==> src/rtl/fifo_ctrl_fsm.sv <==
// fifo_ctrl_fsm: control FSM and pointer register bank for the 8-entry FIFO.
// Ports: clk, reset (async, active-high); rd_en/wr_en requests;
//   next_head/next_tail/next_data_count from fifo_cal_addr;
//   state/head/tail/data_count back to fifo_cal_addr;
//   full/empty flags; wr_ack/wr_err/rd_ack/rd_err strobes.
// Optional macro FIFO_ERR_CNT_EN adds rd_err_cnt/wr_err_cnt (saturating).
module fifo_ctrl_fsm #(
    parameter int ADDR_W = 3
) (
    input  logic              clk,
    input  logic              reset,
    input  logic              rd_en,
    input  logic              wr_en,
    input  logic [ADDR_W-1:0] next_head,
    input  logic [ADDR_W-1:0] next_tail,
    input  logic [ADDR_W:0]   next_data_count,
    output logic [2:0]        state,
    output logic [ADDR_W-1:0] head,
    output logic [ADDR_W-1:0] tail,
    output logic [ADDR_W:0]   data_count,
    output logic              full,
    output logic              empty,
    output logic              wr_ack,
    output logic              wr_err,
    output logic              rd_ack,
    output logic              rd_err
`ifdef FIFO_ERR_CNT_EN
    ,
    output logic [7:0]        rd_err_cnt,
    output logic [7:0]        wr_err_cnt
`endif
);

    localparam int CNT_W = ADDR_W + 1;
    localparam logic [CNT_W-1:0] FULL_CNT = CNT_W'(2 ** ADDR_W);

    typedef enum logic [2:0] {
        ST_INIT     = 3'b000,
        ST_READ     = 3'b001,
        ST_WRITE    = 3'b010,
        ST_RD_ERROR = 3'b011,
        ST_WR_ERROR = 3'b100,
        ST_NO_OP    = 3'b101
    } state_e;

    state_e            state_q, state_d;
    logic [ADDR_W-1:0] head_q, head_d;
    logic [ADDR_W-1:0] tail_q, tail_d;
    logic [CNT_W-1:0]  count_q, count_d;

    logic legal;
    logic wr_only;
    logic rd_only;

    // 110/111 can only appear through upset; recover via INIT.
    assign legal   = (state_q <= ST_NO_OP);
    assign wr_only = wr_en & ~rd_en;
    assign rd_only = rd_en & ~wr_en;

    always_comb begin
        state_d = ST_NO_OP;
        head_d  = next_head;
        tail_d  = next_tail;
        count_d = next_data_count;
        // next_data_count already includes the effect of the current state,
        // so it is the occupancy the new request would act upon.
        unique case (1'b1)
            !legal: begin
                state_d = ST_INIT;
            end
            legal && wr_only: begin
                state_d = (next_data_count == FULL_CNT) ? ST_WR_ERROR
                                                        : ST_WRITE;
            end
            legal && rd_only: begin
                state_d = (next_data_count == '0) ? ST_RD_ERROR : ST_READ;
            end
            default: begin
                state_d = ST_NO_OP;
            end
        endcase
    end

    always_ff @(posedge clk or posedge reset) begin
        if (reset) begin
            state_q <= ST_INIT;
            head_q  <= '0;
            tail_q  <= '0;
            count_q <= '0;
        end else begin
            state_q <= state_d;
            head_q  <= head_d;
            tail_q  <= tail_d;
            count_q <= count_d;
        end
    end

    assign state      = state_q;
    assign head       = head_q;
    assign tail       = tail_q;
    assign data_count = count_q;
    assign full       = (count_q == FULL_CNT);
    assign empty      = (count_q == '0);
    assign wr_ack     = (state_q == ST_WRITE);
    assign wr_err     = (state_q == ST_WR_ERROR);
    assign rd_ack     = (state_q == ST_READ);
    assign rd_err     = (state_q == ST_RD_ERROR);

`ifdef FIFO_ERR_CNT_EN
    logic [7:0] rd_err_cnt_q, rd_err_cnt_d;
    logic [7:0] wr_err_cnt_q, wr_err_cnt_d;

    always_comb begin
        rd_err_cnt_d = rd_err_cnt_q;
        wr_err_cnt_d = wr_err_cnt_q;
        if (rd_err && (rd_err_cnt_q != 8'hff)) begin
            rd_err_cnt_d = rd_err_cnt_q + 8'd1;
        end
        if (wr_err && (wr_err_cnt_q != 8'hff)) begin
            wr_err_cnt_d = wr_err_cnt_q + 8'd1;
        end
    end

    always_ff @(posedge clk or posedge reset) begin
        if (reset) begin
            rd_err_cnt_q <= '0;
            wr_err_cnt_q <= '0;
        end else begin
            rd_err_cnt_q <= rd_err_cnt_d;
            wr_err_cnt_q <= wr_err_cnt_d;
        end
    end

    assign rd_err_cnt = rd_err_cnt_q;
    assign wr_err_cnt = wr_err_cnt_q;
`endif

endmodule
==> config.mk <==
export PLATFORM = sky130hd
export DESIGN_NAME = fifo_ctrl_fsm
export DESIGN_NICKNAME = d
export VERILOG_FILES = /design/src/rtl/fifo_ctrl_fsm.sv
export SDC_FILE = /design/constraint.sdc
export NUM_CORES = 1
export LEC_CHECK = 0
export CORE_AREA = 4 4 41 43
export CTS_BUF_LIST = sky130_fd_sc_hd__clkbuf_4 sky130_fd_sc_hd__clkbuf_8
export CTS_CLUSTER_SIZE = 10
export DETAILED_ROUTE_END_ITERATION = 12
export DIE_AREA = 0 0 45 47
export PLACE_DENSITY = 0.84
export SLEW_MARGIN = 20
export SYNTH_ARGS = -nofsm -noshare
export SYNTH_HDL_FRONTEND = slang
export SYNTH_SLANG_ARGS = --single-unit
==> constraint.sdc <==
create_clock -name clk -period 1.83 [get_ports clk]
set_clock_uncertainty 0.1 [all_clocks]
set_input_delay 0.4575 -clock clk [delete_from_list [all_inputs] [get_ports clk]]
set_output_delay 0.4575 -clock clk [all_outputs]
set_load 0.005 [all_outputs]
==> Word level (Yosys, flattened, before mapping) <==
Cells that the tools add are included.
{ "word_totals": {"ff_bits": 13} }
{ "op_classes": {"muxes": 3, "bitwise_logic": 4, "reduce_logical": 5, "magnitude_cmp": 1, "n_eq_ne": 6} }
{ "op_table": {"columns": ["cell", "count"], "rows": [
  ["one-hot mux 3 bit (3 select lines)", 1],
  ["== test 4 bit, second input constant", 2],
  ["zero test 4 bit", 2],
  ["== test 3 x 2 -> 1 bit, second input constant", 2],
  ["== test 3 x 1 -> 1 bit, second input constant", 1],
  ["== test 3 bit, second input constant", 1],
  ["<= comparator 3 bit, second input constant", 1],
  ["2-to-1 mux 3 bit", 1],
  ["bitwise AND 1 bit", 2],
  ["logical AND 1 bit", 2],
  ["2-to-1 mux 2 bit", 1],
  ["inverter 1 bit", 2],
  ["zero test 1 bit", 1]
]} }

==> Logic depth before layout (Yosys ltp) <==
{ "logic_depth": {"word_depth": 4, "depth_mapped": 2, "depth_no_buf": 2} }

==> Worst setup path after synthesis <==
OpenSTA, ideal clock, no wires.
{ "synth_timing": {"path_type": "input -> register", "startpoint": "in next_data_count[1]", "endpoint": "reg state_q[2] (netlist: state[2])", "setup_time_ns": 0.094, "path_slack_ns": 0.432, "n_path_buf": 0, "path_stages": 2, "arrival_time_ns": 1.204, "path_cell_list": "or4b_4 -> a221oi_2"} }
{ "synth_between": {"elab_chain_cells": 3} }
{ "synth_rtl": {"columns": ["item", "line", "source"], "rows": [
  ["start, declared", "16", "input logic [ADDR_W:0] next_data_count,"],
  ["== test 4 bit", "72", "state_d = (next_data_count == FULL_CNT) ? ST_WR_ERROR"],
  ["2-to-1 mux 3 bit", "72", null],
  ["one-hot mux 3 bit (3 select lines)", "67", "unique case (1'b1)"],
  ["via state_d[2]", "46", "state_e state_q, state_d;"],
  ["end signal, assigned", "91", "state_q <= state_d;"],
  ["end, declared", "46", null]
]} }
The timed path passes the listed nets, and every way through them passes these cells.

==> Worst setup path in the final report <==
{ "layout_timing": {"startpoint": "reg state_q[2] (netlist: state[2])", "endpoint": "out wr_err"} }
{ "layout_between": {"elab_chain_cells": 1} }
{ "layout_rtl": {"columns": ["item", "line", "source"], "rows": [
  ["== test 3 bit", "105", "assign wr_err = (state_q == ST_WR_ERROR);"],
  ["end, declared", "24", "output logic wr_err,"]
]} }
Every way passes these cells.

==> run summary <==
The flow ran to the end, and the final reports show no timing, DRC or antenna violations. By startpoint and endpoint, the worst setup path is classified as reg -> out. The die extent in y is roughly 47 um.

The largest total area in the synthesized netlist belongs to sky130_fd_sc_hd__dfrtp_1. Counting the fill cells in the layout gives ~100. The number of pins exceeding their max-slew limit in the final report came to 0. The slew at the pin closest to its max-slew limit is approximately 480 ps. The top-area cell type share of the netlist area is between 70% and 80%. The depth of the worst register-to-register path came out at 3.

The width of the die is 45 um. Sorting the synthesized cells by area gives the leading types as sky130_fd_sc_hd__dfrtp_1 (72%), sky130_fd_sc_hd__nor3b_1 (5.0%), sky130_fd_sc_hd__a221oi_2 (3.3%). The final critical-path share of the clock period is 97.06%. After global routing the overflow that remains totals 0. The final-report hold violation count is 0. The iteration count of the initial detailed-routing pass came out at 4. Setup violations remaining at the end of the flow were counted as 0. The worst path required time came out at between 1000 and 1500 ps. Headroom to the max-slew limit came out at between 60% and 70%.

Buffers inserted during clock tree synthesis total 3. Global routing consumed, over all layers together, approximately an eighth of the routing resources. The number of warnings reported in the yosys synthesis log is 0. The slowest stage of the critical path is the sky130_fd_sc_hd__dfrtp_1 cell. The floorplan core area came out at 1301 um^2.

The H-tree level count came out at 1. The average footprint of a synthesized cell is roughly 16 um^2. The reported max-cap violation count came out at 0. The minimum clock period is roughly 1800 ps. The post-synthesis register bit count is 13.

The worst flop-to-flop path endpoint is state[2]$_DFF_PP0_. The clock slew at the register clock pins of the worst setup and hold paths is 70 ps. Once the floorplan was initialized, standard cells occupied 34.62% of the core. The number of buffers inserted for hold repair after clock tree synthesis came out at 0.

Across the whole layout, storage elements account for 326.6 um^2. The via count of the first global-routing pass is 399. Walking the worst path, the cells encountered are buf_4 -> nor3b_2 -> dlygate4sd2_1. 0 antenna diodes ended up in the layout.

Cells fill between 60% and 70% of the core in the end. The cell leakage power is approximately 0.42 nW. Clock latency on the worst-skew pair, taken at its later pin, is 270 ps.

The number of DRC violations after detailed-routing iteration 0 came out at 5. The peak clock frequency supported by timing is ~560 MHz. The count of port buffers added during placement came out at 32. Entering global routing, the biggest net connects 14 pins. The worst stage delay on the critical path came out at approximately 400 ps.

The cell count after synthesis is 29. The worst reg2reg path startpoint is state[2]$_DFF_PP0_. In the routed layout, each cell is associated on average with a via count of between 4 and 5.

STA puts the critical path data arrival time at roughly 1200 ps. The summed instance area of the synthesized netlist is about 450 um^2. Broken down by cell family, the worst path's largest delay share belongs to flip-flops. The floorplan has 13 rows. Counting distinct cell types in the post-synthesis netlist gives 14. The share of synthesized area occupied by flip-flops and latches came out at 72.22%. The total instance count after detailed placement is a little over 80.

Summing internal, switching and leakage power gives between 0.6 and 0.7 mW. The peak supply drop came out at between 0.3 and 0.4 mV. Detailed routing inserted a total of about 420 vias. The routed design has 1255 um of wire. The number of primary I/O pins is 33.

The total number of nets in the final design came out at just under 90. The path category of the worst min-delay check is in -> async. The wire length of the first global-routing pass came out at 1821 um. The buffering stage count on the worst path with inverters included came out at 2. Cells with a size suffix above 1 make up between 20% and 30% of the layout.

The CTS tree is built. The number of antenna violations at the first check in global routing came out at 0. The clock root buffer master is sky130_fd_sc_hd__clkbuf_4. After detailed routing, the number of remaining DRC violations is 0. Compared with the post-synthesis result, the final layout area differs by 99.44%. The power per cell area came out at around 700 nW/um^2. The startpoint kind of the worst setup timing path is a flop. The HPWL reported at the end of detailed placement is 972 um.

CTS saw 13 sinks. The post-detailed-route count of antenna-violating nets is 0. The reg-to-reg setup timing slack is just over 700 ps. The area taken by multi-input logic gates is 143.9 um^2.

The final estimated routing congestion in global placement came out at 0.6655. The deepest clock path buffer count is 2. The wire length per cell came out at ~14 um. The cell depth of the worst setup path came out at 3.

The die area came out at between 2000 and 2500 um^2. The largest fanout on the critical path came out at 3. The non-filler instance count after layout came out at 88. The nature of the critical path endpoint is an output pin. The synthesized net count came out at 43.
[state kept, by name, summed over array words and instances (netlist names)]
signal and cells:
head 3, state 3, data_count 4, tail 3
[stage by stage]
stage | TNS [ps] | cell area (um^2) | hold slack, ps | setup WS (ps)
2_1_floorplan | 0 | 450.4 | 234.5 | 431.7
4_1_cts | 0 | 882.1 | 406.1 | 9.381
6_report | 0 | 898.4 | 402.6 | 53.82
3_5_place_dp | -61.54 | 827.0 | 532.8 | -61.54
5_1_grt | -51.70 | 898.4 | 451.1 | -31.00
3_3_place_gp | -18.23 | 827.0 | 516.6 | -18.23
[power by group]
part	leakage [nW]	internal [mW]	switching [mW]
Clock	0.0184	0.0991	0.0803
Combinational	0.248	0.0884	0.0424
Sequential	0.151	0.305	0.0127
[repair_timing]
action                                  CTS  global route
endpoints found under the hold margin     0             0
endpoints found under the setup margin    8             7
buffers inserted                          3             0
resized for setup                         9            10
[cell usage after synthesis]
library cell / count
sky130_fd_sc_hd__and3b_1: 1
sky130_fd_sc_hd__or4b_4: 1
sky130_fd_sc_hd__nor3b_1: 3
sky130_fd_sc_hd__nand2_1: 1
sky130_fd_sc_hd__o2111a_1: 1
sky130_fd_sc_hd__dfrtp_1: 13
sky130_fd_sc_hd__nor4b_1: 1
sky130_fd_sc_hd__xor2_1: 1
sky130_fd_sc_hd__nor2b_1: 2
sky130_fd_sc_hd__inv_1: 1
sky130_fd_sc_hd__nor4_1: 1
sky130_fd_sc_hd__a21oi_1: 1
sky130_fd_sc_hd__a221oi_2: 1
sky130_fd_sc_hd__nor3_1: 1
[layer usage]
layer,share of wire (%),track usage [%],up-vias
li1,-,-,195
met1,32,11.75,197
met2,60,25.71,21
met3,6.5,2.299,2
met4,1.6,7.018,0
met5,0,0,-
[cell families (layout without fill, tap and decap cells)]
family                    after synthesis  in the layout  share of synthesized area [%]
buffers and inverters                   1             45                         0.8325
DFF                                    13             13                          72.22
AOI/OAI and AO/OA                       3              3                          6.942
xor gates and xnor gates                1              1                          1.945
and+or+nand+nor                        11             11                          18.05
[worst max-delay path by stage]
| stage | from | to | slack, ps |
|---|---|---|---|
| 4_1_cts | state[1]$_DFF_PP0_ | state[1] | 9 |
| 6_report | state[2]$_DFF_PP0_ | wr_err | 50 |
| 3_3_place_gp | next_data_count[1] | state[2]$_DFF_PP0_ | -20 |
| 5_1_grt | state[2]$_DFF_PP0_ | wr_ack | -30 |
| 2_1_floorplan | next_data_count[1] | state[2]$_DFF_PP0_ | 430 |
| 3_5_place_dp | next_data_count[1] | state[2]$_DFF_PP0_ | -60 |
[layout by cell type, fill, tap and decap left out]
master	n
sky130_fd_sc_hd__a21oi_1	1
sky130_fd_sc_hd__a221oi_2	1
sky130_fd_sc_hd__and3b_1	1
sky130_fd_sc_hd__buf_4	7
sky130_fd_sc_hd__buf_6	1
sky130_fd_sc_hd__clkbuf_2	2
sky130_fd_sc_hd__clkbuf_4	4
sky130_fd_sc_hd__clkdlybuf4s15_1	1
sky130_fd_sc_hd__clkdlybuf4s50_1	24
sky130_fd_sc_hd__dfrtp_1	12
sky130_fd_sc_hd__dfrtp_2	1
sky130_fd_sc_hd__dlygate4sd2_1	3
sky130_fd_sc_hd__dlymetal6s2s_1	2
sky130_fd_sc_hd__inv_1	1
sky130_fd_sc_hd__nand2_1	1
sky130_fd_sc_hd__nor2b_1	2
sky130_fd_sc_hd__nor3_1	1
sky130_fd_sc_hd__nor3b_1	1
sky130_fd_sc_hd__nor3b_2	2
sky130_fd_sc_hd__nor4_2	1
sky130_fd_sc_hd__nor4b_2	1
sky130_fd_sc_hd__o2111a_1	1
sky130_fd_sc_hd__or4b_4	1
sky130_fd_sc_hd__xor2_1	1
[cell type report]
cell class	count	area share, %
Tap cell	15	2.089
Clock buffer	4	3.343
Timing Repair Buffer	40	41.78
Inverter	1	0.4178
Multi-Input combinational cell	15	16.02
Sequential cell	13	36.35
Note: power is estimated with default switching activity, not from simulation.
